<file path="config.mk">
export PLATFORM = sky130hd
export DESIGN_NAME = fp_mult_sequencer_flat
export DESIGN_NICKNAME = d
export VERILOG_FILES = /design/src/rtl/fp_mult_sequencer_if.sv /design/src/rtl/fp_mult_sequencer.sv /design/src/flat_wrapper.sv
export SDC_FILE = /design/constraint.sdc
export NUM_CORES = 1
export LEC_CHECK = 0
export CAP_MARGIN = 30
export CORE_AREA = 2 2 169 204
export CTS_CLUSTER_DIAMETER = 200
export CTS_CLUSTER_SIZE = 28
export DETAILED_ROUTE_END_ITERATION = 6
export DIE_AREA = 0 0 171 206
export HOLD_SLACK_MARGIN = 0.05
export SYNTH_ARGS = -nofsm -noshare
export SYNTH_HDL_FRONTEND = slang
export SYNTH_SLANG_ARGS = --single-unit
</file>
<file path="constraint.sdc">
create_clock -name clk_in -period 9.5 [get_ports clk_in]
set_input_delay 0.95 -clock clk_in [delete_from_list [all_inputs] [get_ports clk_in]]
set_output_delay 0.95 -clock clk_in [all_outputs]
set_load 0.1 [all_outputs]
</file>
<file path="src/rtl/fp_mult_sequencer_if.sv">
// Request/response bundle between the issuing logic and the sequential FP multiplier.
// The issuer drives the master side; the multiplier sits on the slave side.
interface fp_mult_sequencer_if #(
  parameter int unsigned EXP_WIDTH      = 8,
  parameter int unsigned MANTISSA_WIDTH = 23
) ();
  localparam int unsigned W = EXP_WIDTH + MANTISSA_WIDTH + 1;

  logic         start_in;
  logic [W-1:0] a_in;
  logic [W-1:0] b_in;
  logic         busy_out;
  logic         done_out;
  logic [W-1:0] result_out;
  logic         overflow_out;
  logic         underflow_out;

  modport master (
    output start_in, a_in, b_in,
    input  busy_out, done_out, result_out, overflow_out, underflow_out
  );

  modport slave (
    input  start_in, a_in, b_in,
    output busy_out, done_out, result_out, overflow_out, underflow_out
  );
endinterface

</file>
<file path="src/rtl/fp_mult_sequencer.sv">
// Sequential FP multiplier: shift-add mantissa product one multiplier bit per cycle,
// followed by truncating normalization, range check and packing.
module fp_mult_sequencer #(
  parameter int unsigned EXP_WIDTH      = 8,
  parameter int unsigned MANTISSA_WIDTH = 23
) (
  input logic                clk_in,
  input logic                rst_n_in,
  fp_mult_sequencer_if.slave bus
);
  localparam int unsigned Bias   = 2**(EXP_WIDTH-1) - 1;
  localparam int unsigned W      = EXP_WIDTH + MANTISSA_WIDTH + 1;
  localparam int unsigned MW     = MANTISSA_WIDTH + 1;
  localparam int unsigned PW     = 2 * MW;
  localparam int unsigned SW     = EXP_WIDTH + 2;
  localparam int unsigned CntW   = $clog2(MW + 1);
  localparam int unsigned ExpMax = 2**EXP_WIDTH - 1;

  typedef enum logic [2:0] {StIdle, StUnpack, StMult, StNorm, StDone} state_e;

  state_e              state_q;
  logic [W-1:0]        a_q, b_q;
  logic                sign_q, zero_q;
  logic [MW-1:0]       ma_q, mb_q;
  logic [SW-1:0]       esum_q;
  logic [PW-1:0]       acc_q;
  logic [CntW-1:0]     cnt_q;
  logic                busy_q, done_q, ovf_q, unf_q;
  logic [W-1:0]        result_q;

  logic [EXP_WIDTH-1:0]      ea, eb;
  logic [SW-1:0]             esum_calc;
  logic                      norm_hi;
  logic [MANTISSA_WIDTH-1:0] frac_n;
  logic [SW-1:0]             e_n;
  logic                      exp_big, exp_small;
  logic [W-1:0]              res_n;
  logic                      ovf_n, unf_n;
  logic                      unused_acc_lo;

  assign ea        = a_q[W-2:MANTISSA_WIDTH];
  assign eb        = b_q[W-2:MANTISSA_WIDTH];
  // Two's-complement in SW bits, so a negative biased sum shows up in the top bit.
  assign esum_calc = SW'(ea) + SW'(eb) - SW'(Bias);

  assign norm_hi   = acc_q[PW-1];
  assign frac_n    = norm_hi ? acc_q[PW-2 -: MANTISSA_WIDTH] : acc_q[PW-3 -: MANTISSA_WIDTH];
  assign e_n       = norm_hi ? esum_q + SW'(1) : esum_q;
  assign exp_big   = !e_n[SW-1] && (e_n >= SW'(ExpMax));
  assign exp_small = e_n[SW-1] || (e_n == '0);
  // Truncation discards the low product bits.
  assign unused_acc_lo = ^acc_q[MANTISSA_WIDTH-1:0];

  always_comb begin
    res_n = '0;
    ovf_n = 1'b0;
    unf_n = 1'b0;
    if (zero_q) begin
      res_n = {sign_q, (W-1)'(0)};
    end else if (exp_big) begin
      res_n = {sign_q, {EXP_WIDTH{1'b1}}, {MANTISSA_WIDTH{1'b0}}};
      ovf_n = 1'b1;
    end else if (exp_small) begin
      res_n = {sign_q, (W-1)'(0)};
      unf_n = 1'b1;
    end else begin
      res_n = {sign_q, e_n[EXP_WIDTH-1:0], frac_n};
    end
  end

  always_ff @(posedge clk_in or negedge rst_n_in) begin
    if (!rst_n_in) begin
      state_q  <= StIdle;
      a_q      <= '0;
      b_q      <= '0;
      sign_q   <= 1'b0;
      zero_q   <= 1'b0;
      ma_q     <= '0;
      mb_q     <= '0;
      esum_q   <= '0;
      acc_q    <= '0;
      cnt_q    <= '0;
      busy_q   <= 1'b0;
      done_q   <= 1'b0;
      ovf_q    <= 1'b0;
      unf_q    <= 1'b0;
      result_q <= '0;
    end else begin
      done_q <= 1'b0;
      unique case (state_q)
        StIdle: begin
          if (bus.start_in) begin
            a_q     <= bus.a_in;
            b_q     <= bus.b_in;
            busy_q  <= 1'b1;
            state_q <= StUnpack;
          end
        end
        StUnpack: begin
          sign_q  <= a_q[W-1] ^ b_q[W-1];
          ma_q    <= {1'b1, a_q[MANTISSA_WIDTH-1:0]};
          mb_q    <= {1'b1, b_q[MANTISSA_WIDTH-1:0]};
          esum_q  <= esum_calc;
          acc_q   <= '0;
          cnt_q   <= '0;
          // Denormals are flushed, so any zero exponent means a zero operand.
          zero_q  <= (ea == '0) || (eb == '0);
          state_q <= ((ea == '0) || (eb == '0)) ? StNorm : StMult;
        end
        StMult: begin
          if (mb_q[cnt_q]) begin
            acc_q <= acc_q + (PW'(ma_q) << cnt_q);
          end
          cnt_q <= cnt_q + CntW'(1);
          if (cnt_q == CntW'(MANTISSA_WIDTH)) begin
            state_q <= StNorm;
          end
        end
        StNorm: begin
          result_q <= res_n;
          ovf_q    <= ovf_n;
          unf_q    <= unf_n;
          done_q   <= 1'b1;
          state_q  <= StDone;
        end
        StDone: begin
          busy_q  <= 1'b0;
          state_q <= StIdle;
        end
        default: state_q <= StIdle;
      endcase
    end
  end

  assign bus.busy_out      = busy_q;
  assign bus.done_out      = done_q;
  assign bus.result_out    = result_q;
  assign bus.overflow_out  = ovf_q;
  assign bus.underflow_out = unf_q;
endmodule

</file>
<file path="src/flat_wrapper.sv">
// flat-port wrapper written by rule: the top's interface ports become plain ports
module fp_mult_sequencer_flat 
#(
  parameter int unsigned EXP_WIDTH      = 8,
  parameter int unsigned MANTISSA_WIDTH = 23
)
  (clk_in, rst_n_in, bus_start_in, bus_a_in, bus_b_in, bus_busy_out, bus_done_out, bus_result_out, bus_overflow_out, bus_underflow_out);
  fp_mult_sequencer_if #(.EXP_WIDTH(EXP_WIDTH), .MANTISSA_WIDTH(MANTISSA_WIDTH)) bus_i ();
  input logic clk_in;
  input logic rst_n_in;
  input wire logic [$bits(bus_i.start_in)-1:0] bus_start_in;
  input wire logic [$bits(bus_i.a_in)-1:0] bus_a_in;
  input wire logic [$bits(bus_i.b_in)-1:0] bus_b_in;
  output wire logic [$bits(bus_i.busy_out)-1:0] bus_busy_out;
  output wire logic [$bits(bus_i.done_out)-1:0] bus_done_out;
  output wire logic [$bits(bus_i.result_out)-1:0] bus_result_out;
  output wire logic [$bits(bus_i.overflow_out)-1:0] bus_overflow_out;
  output wire logic [$bits(bus_i.underflow_out)-1:0] bus_underflow_out;
  assign bus_i.start_in = bus_start_in;
  assign bus_i.a_in = bus_a_in;
  assign bus_i.b_in = bus_b_in;
  assign bus_busy_out = bus_i.busy_out;
  assign bus_done_out = bus_i.done_out;
  assign bus_result_out = bus_i.result_out;
  assign bus_overflow_out = bus_i.overflow_out;
  assign bus_underflow_out = bus_i.underflow_out;
  fp_mult_sequencer #(.EXP_WIDTH(EXP_WIDTH), .MANTISSA_WIDTH(MANTISSA_WIDTH)) u_core (.clk_in(clk_in), .rst_n_in(rst_n_in), .bus(bus_i));
endmodule
</file>
Word-level counts from Yosys, hierarchy flattened
Cells that the tools add are included.
- bitwise operators: 1
- mux-type cells: 22
- eq/ne operators: 8
- reductions and logical operators: 14
- $lt $le $gt $ge: 2
- shift-type cells: 1
- add/subtract/negate cells: 5
- operator list (operator ; count):
    $pmux W48 S2 ; 1
    $mux W31 ; 3
    $add A48 B48 Y48 ; 1
    $mux W48 ; 1
    $shl A24 B5 Y48 ; 1
    $mux W23 ; 1
    $logic_not A8 Y1 ; 2
    $pmux W3 S4 ; 1
    $add A10 B1 Y10 const B ; 1
    $ge A10 B8 Y1 const B ; 1
    $logic_not A10 Y1 ; 1
    $mux W10 ; 1
    $pmux W5 S2 ; 1
    $sub A10 B7 Y10 const B ; 1
    $add A8 B8 Y9 ; 1
    $mux W1 ; 9
    $reduce_and A2 Y1 ; 4
    $eq A3 B2 Y1 const B ; 2
    $lt A5 B6 Y1 const B ; 1
    $mux W3 ; 2
    $add A5 B1 Y5 const B ; 1
    $bmux W1 S5 ; 1
    $eq A5 B5 Y1 const B ; 1
    $ne A2 B1 Y1 const B ; 2
    10 further kinds ; 12
- logic and storage cells: 68
- flip-flop bits (word level): 216
- output and inout bits: 36

Depth between registers and ports, before layout
- depth in word-level cells: 7
- gate-level depth with buffers: 23

Worst setup path after synthesis
OpenSTA, ideal clock, no wires.
- kind: reg2reg
- from: register u_core.cnt_q[0]
- to: register u_core.acc_q[45]
- setup slack: 5027 ps
- path buffers: 3
- period minus slack after synthesis: 4473 ps
- data required time: 9374 ps
- arrival: 4347 ps
- cell stages (with the launch flop): 21
- setup time: 126 ps
- path through: dfrtp_1 > buf_2 > buf_2 > clkbuf_1 > mux2i_1 > mux2i_1 > nand2_1 > o21ai_0 > o21ai_0 > o22ai_1 > ha_1 > nand2_2 > nor2_2 > nand2_1 > or4_4 > a221oi_2 > o221ai_2 > o31ai_2 > nor2_1 > o211a_1 > a311o_1
- longest elaborated chain between the ends: 4
- ends and longest elaborated chain (what ; RTL line ; RTL):
    start, declared ; fp_mult_sequencer.sv:27 ; logic [CntW-1:0] cnt_q;
    start signal, assigned ; fp_mult_sequencer.sv:114 ; cnt_q <= cnt_q + CntW'(1);
    $shl A24 B5 Y48 / $bmux W1 S5 (equally long branches) ; fp_mult_sequencer.sv:112, fp_mult_sequencer.sv:111 ;
    $add A48 B48 Y48 / $mux W1 (equally long branches) ; fp_mult_sequencer.sv:112, fp_mult_sequencer.sv:111 ;
    $mux W48 / $ne A2 B1 Y1 (equally long branches) ; - ;
    $pmux W48 S2 / $reduce_and A2 Y1 (equally long branches) ; - ;
    end signal, assigned ; fp_mult_sequencer.sv:112 ; acc_q <= acc_q + (PW'(ma_q) << cnt_q);
    end, declared ; fp_mult_sequencer.sv:26 ; logic [PW-1:0] acc_q;
Parallel ways exist; a longest one is shown, timed or not. The select of a mux whose other input is x is not followed.
A chain may end at the register's enable or synchronous reset.

Worst setup path after layout
- from: register u_core.cnt_q[1]
- to: register u_core.acc_q[45]
The elaborated chain is that of the path after synthesis.

==> results.json <==
{
  "status": "finished clean",
  "numCtsBuffers": 11,
  "async_flop_share": 1.00,
  "ys_ff_latch": 215,
  "routed_via_density": 5.38,
  "dieArea_um2": 35200,
  "grt_start_max_net_pins": 86,
  "utilization": 0.444,
  "grt_pass1_wl_um": 53100,
  "dp_hpwl_um": 23800,
  "crit_path_end_kind": "register",
  "internal-power_mw": 2.63,
  "vias": 10300,
  "syn2layout_area_growth_pct": 13.6,
  "synth.distinct_cells": 74,
  "yosysSeqAreaShare": 0.411,
  "antenna_cells": 0,
  "worst_ir_drop_vdd_mv": 0.181,
  "h-tree-depth": 1,
  "dpl_cell_area_um2": 14500,
  "place_inst": 1899,
  "nFillCells": 3357,
  "cts_tree": "done",
  "syn_nets": 1533,
  "gr-usage-all-layers": 0.186,
  "syn_area_um2": 13100,
  "first_iter_violations": 655,
  "combPwrFrac": 0.590,
  "io_pins": 103,
  "clkLatencyLatePin_ns": 0.49,
  "netlist_instances": 1406,
  "switching_share": 0.472,
  "cts_setup_buffers": 0,
  "drc": 0,
  "ys.flop_type": "dfrtp_1",
  "cts_root_buffer": "clkbuf_16",
  "reg2reg_from": "u_core.cnt_q[1]",
  "rr_worst_depth": 15,
  "die_h_um": 206,
  "yosys_warnings": 0,
  "gp_congestion": 0.952,
  "critPathLaunchType": "register",
  "period_share": 0.517,
  "grt_overflow": 0,
  "fin_skew_ns": 0.0339,
  "drtAntennaViolNets": 0,
  "arrival_ns": 5.28,
  "routedWlPerCell_um": 16.8,
  "cts_resized": 0,
  "die_w_um": 171,
  "rows": 74,
  "slew_violations": 0,
  "power_leakage_nw": 6.59,
  "syn_avg_cell_area_um2": 9.31,
  "mostFrequentLayoutCell": "nand2_1",
  "mostFrequentLayoutCells": "nand2_1, dfrtp_1, o21ai_0, clkdlybuf4s50_1, mux2_2",
  "path_clk_slew_ns": 0.11,
  "routed_wl_um": 32100,
  "hold_violations": 0,
  "cp_data_required_time_ns": 9.87,
  "fin_nets": 1585,
  "power_frac_clock": 0.102,
  "antenna_found_initial": 0,
  "synth_area_leaders": "dfrtp_1, nand2_1, mux2_2",
  "setup_violations": 0,
  "initial_core_util": 0.391,
  "powerDensity_nw_per_um2": 335,
  "worst-setup-path-type": "reg2reg",
  "fin_ws_ns": 4.59,
  "fmax_ghz": 0.204,
  "drive_gt1_frac": 0.106,
  "hold_buffers": 0,
  "clock_path_buffers": 3,
  "synth_enable_flop_cells": 0,
  "firstDrtPassIters": 5,
  "switchingPower_mw": 2.35,
  "p_seq_frac": 0.308,
  "final_cells": 1914,
  "critPathMaxFanout": 34,
  "final_cell_area_um2": 14900,
  "synth_top_area_frac": 0.411,
  "core-area_um2": 33500,
  "maxCapViolCount": 0,
  "min_path_type": "in2async",
  "post-place-ws_ns": 4.31,
  "cts_sinks": 215,
  "rsz0062_at_grt": "false",
  "setup_tns_ns": 0,
  "period_minus_slack_ns": 4.91,
  "timing.slew.headroom": 0.310,
  "first_global_vias": 10200,
  "worst_pin_slew_ns": 1.03,
  "numPortBuffers": 102,
  "synth_top_area_cell": "dfrtp_1",
  "crit_start": "u_core.cnt_q[1]"
}
[flip-flops by register name, indices dropped and copies added (netlist names), 3 cells and up]
name and cells:
u_core.ma_q 23, u_core.a_q 32, u_core.bus.result_out 32, u_core.state_q 3, u_core.acc_q 48, u_core.esum_q 10
u_core.cnt_q 5, u_core.mb_q 24, u_core.b_q 32
[area by class of cell]
class	count	area (µm²)	area share
clock buffers	12	279	0.0188
clock inverters	1	11.3	0.000757
inverters	16	60.1	0.00404
multi-input cells	1095	7350	0.495
flip-flops and latches	215	5380	0.362
well taps	456	571	0.0384
repair buffers	119	1210	0.0814
[metal layers]
layer | part of all wire | track usage | wire length [µm] | vias to the layer above
met4 | 0.021 | 0.0499 | 665 | 0
met1 | 0.46 | 0.252 | 14700 | 4974
li1 | - | - | - | 5085
met2 | 0.49 | 0.320 | 15600 | 199
met3 | 0.035 | 0.0161 | 1110 | 40
met5 | 0 | 0 | 0 | -
[worst max-delay path: stages (launching register included)]
cell and delay (ns):
dfrtp_1 0.38, buf_4 0.25, inv_1 0.42, mux2_2 0.41
a32o_1 0.23, o21ai_0 0.32, mux2i_1 0.22, ha_1 0.49
nand4_1 0.19, or4_4 0.55, a221oi_2 0.26, o221ai_2 0.19
o31ai_2 0.29, nor2_1 0.11, o211a_1 0.23, a311o_1 0.26
[cells by family after synthesis]
kind of cell | after synthesis | synth area share
mux | 156 | 0.139
fa+ha+maj | 60 | 0.0585
xor+xnor | 61 | 0.0408
flops | 215 | 0.411
buf+inv | 96 | 0.0282
compound gates | 327 | 0.157
simple gates | 491 | 0.165
[final timing paths]
kind / end / slack [ns]
max in group asynchronous: u_core.a_q[26] / 7.82
setup / recovery: u_core.acc_q[45] / 4.59
hold reg to reg: u_core.ma_q[20] / 0.46
setup reg to reg: u_core.acc_q[45] / 4.59
hold / removal: u_core.b_q[14] / 0.46
min in group clk_in: u_core.ma_q[20] / 0.46
[Yosys cell counts, drive strengths merged (3+ instances only)]
| cell type | count |
|---|---|
| a21oi | 71 |
| nand4 | 15 |
| buf | 15 |
| and3 | 14 |
| nor3b | 4 |
| nand3 | 26 |
| nor2b | 6 |
| a31o | 5 |
| o21bai | 12 |
| mux2 | 80 |
| o22ai | 12 |
| a21o | 35 |
| o31ai | 14 |
| clkbuf | 65 |
| mux4 | 13 |
| xor2 | 31 |
| o41ai | 4 |
| or4 | 3 |
| o21ai | 114 |
| a221oi | 3 |
| a211oi | 9 |
| inv | 16 |
| o21a | 4 |
| a22oi | 5 |
| nor2 | 62 |
| and2 | 8 |
| nand2 | 305 |
| a22o | 7 |
| xnor2 | 30 |
| o211ai | 3 |
| dfrtp | 215 |
| ha | 58 |
| mux2i | 63 |
| nor3 | 14 |
| or2 | 6 |
| or3 | 3 |
| a31oi | 11 |
| nand2b | 14 |
[power groups by stage]
| stage | clock, mW | sequential, mW | combinational [mW] |
|---|---|---|---|
| after detailed placement | 0 | 1.59 | 2.89 |
| after global placement | 0 | 1.57 | 2.86 |
| after CTS | 0.537 | 1.57 | 2.90 |
| final | 0.510 | 1.53 | 2.94 |
| after floorplan | 0 | 1.68 | 2.07 |
| after global routing | 0.572 | 1.58 | 3.25 |
[stage by stage]
stage                     hold WS, ns  power [mW]
after floorplan                 0.435        3.75
after global placement          0.451        4.44
after detailed placement        0.454        4.48
after CTS                       0.460        5.00
after global routing            0.490        5.40
final                           0.458        4.98
Note: power is estimated with default switching activity, not from simulation.
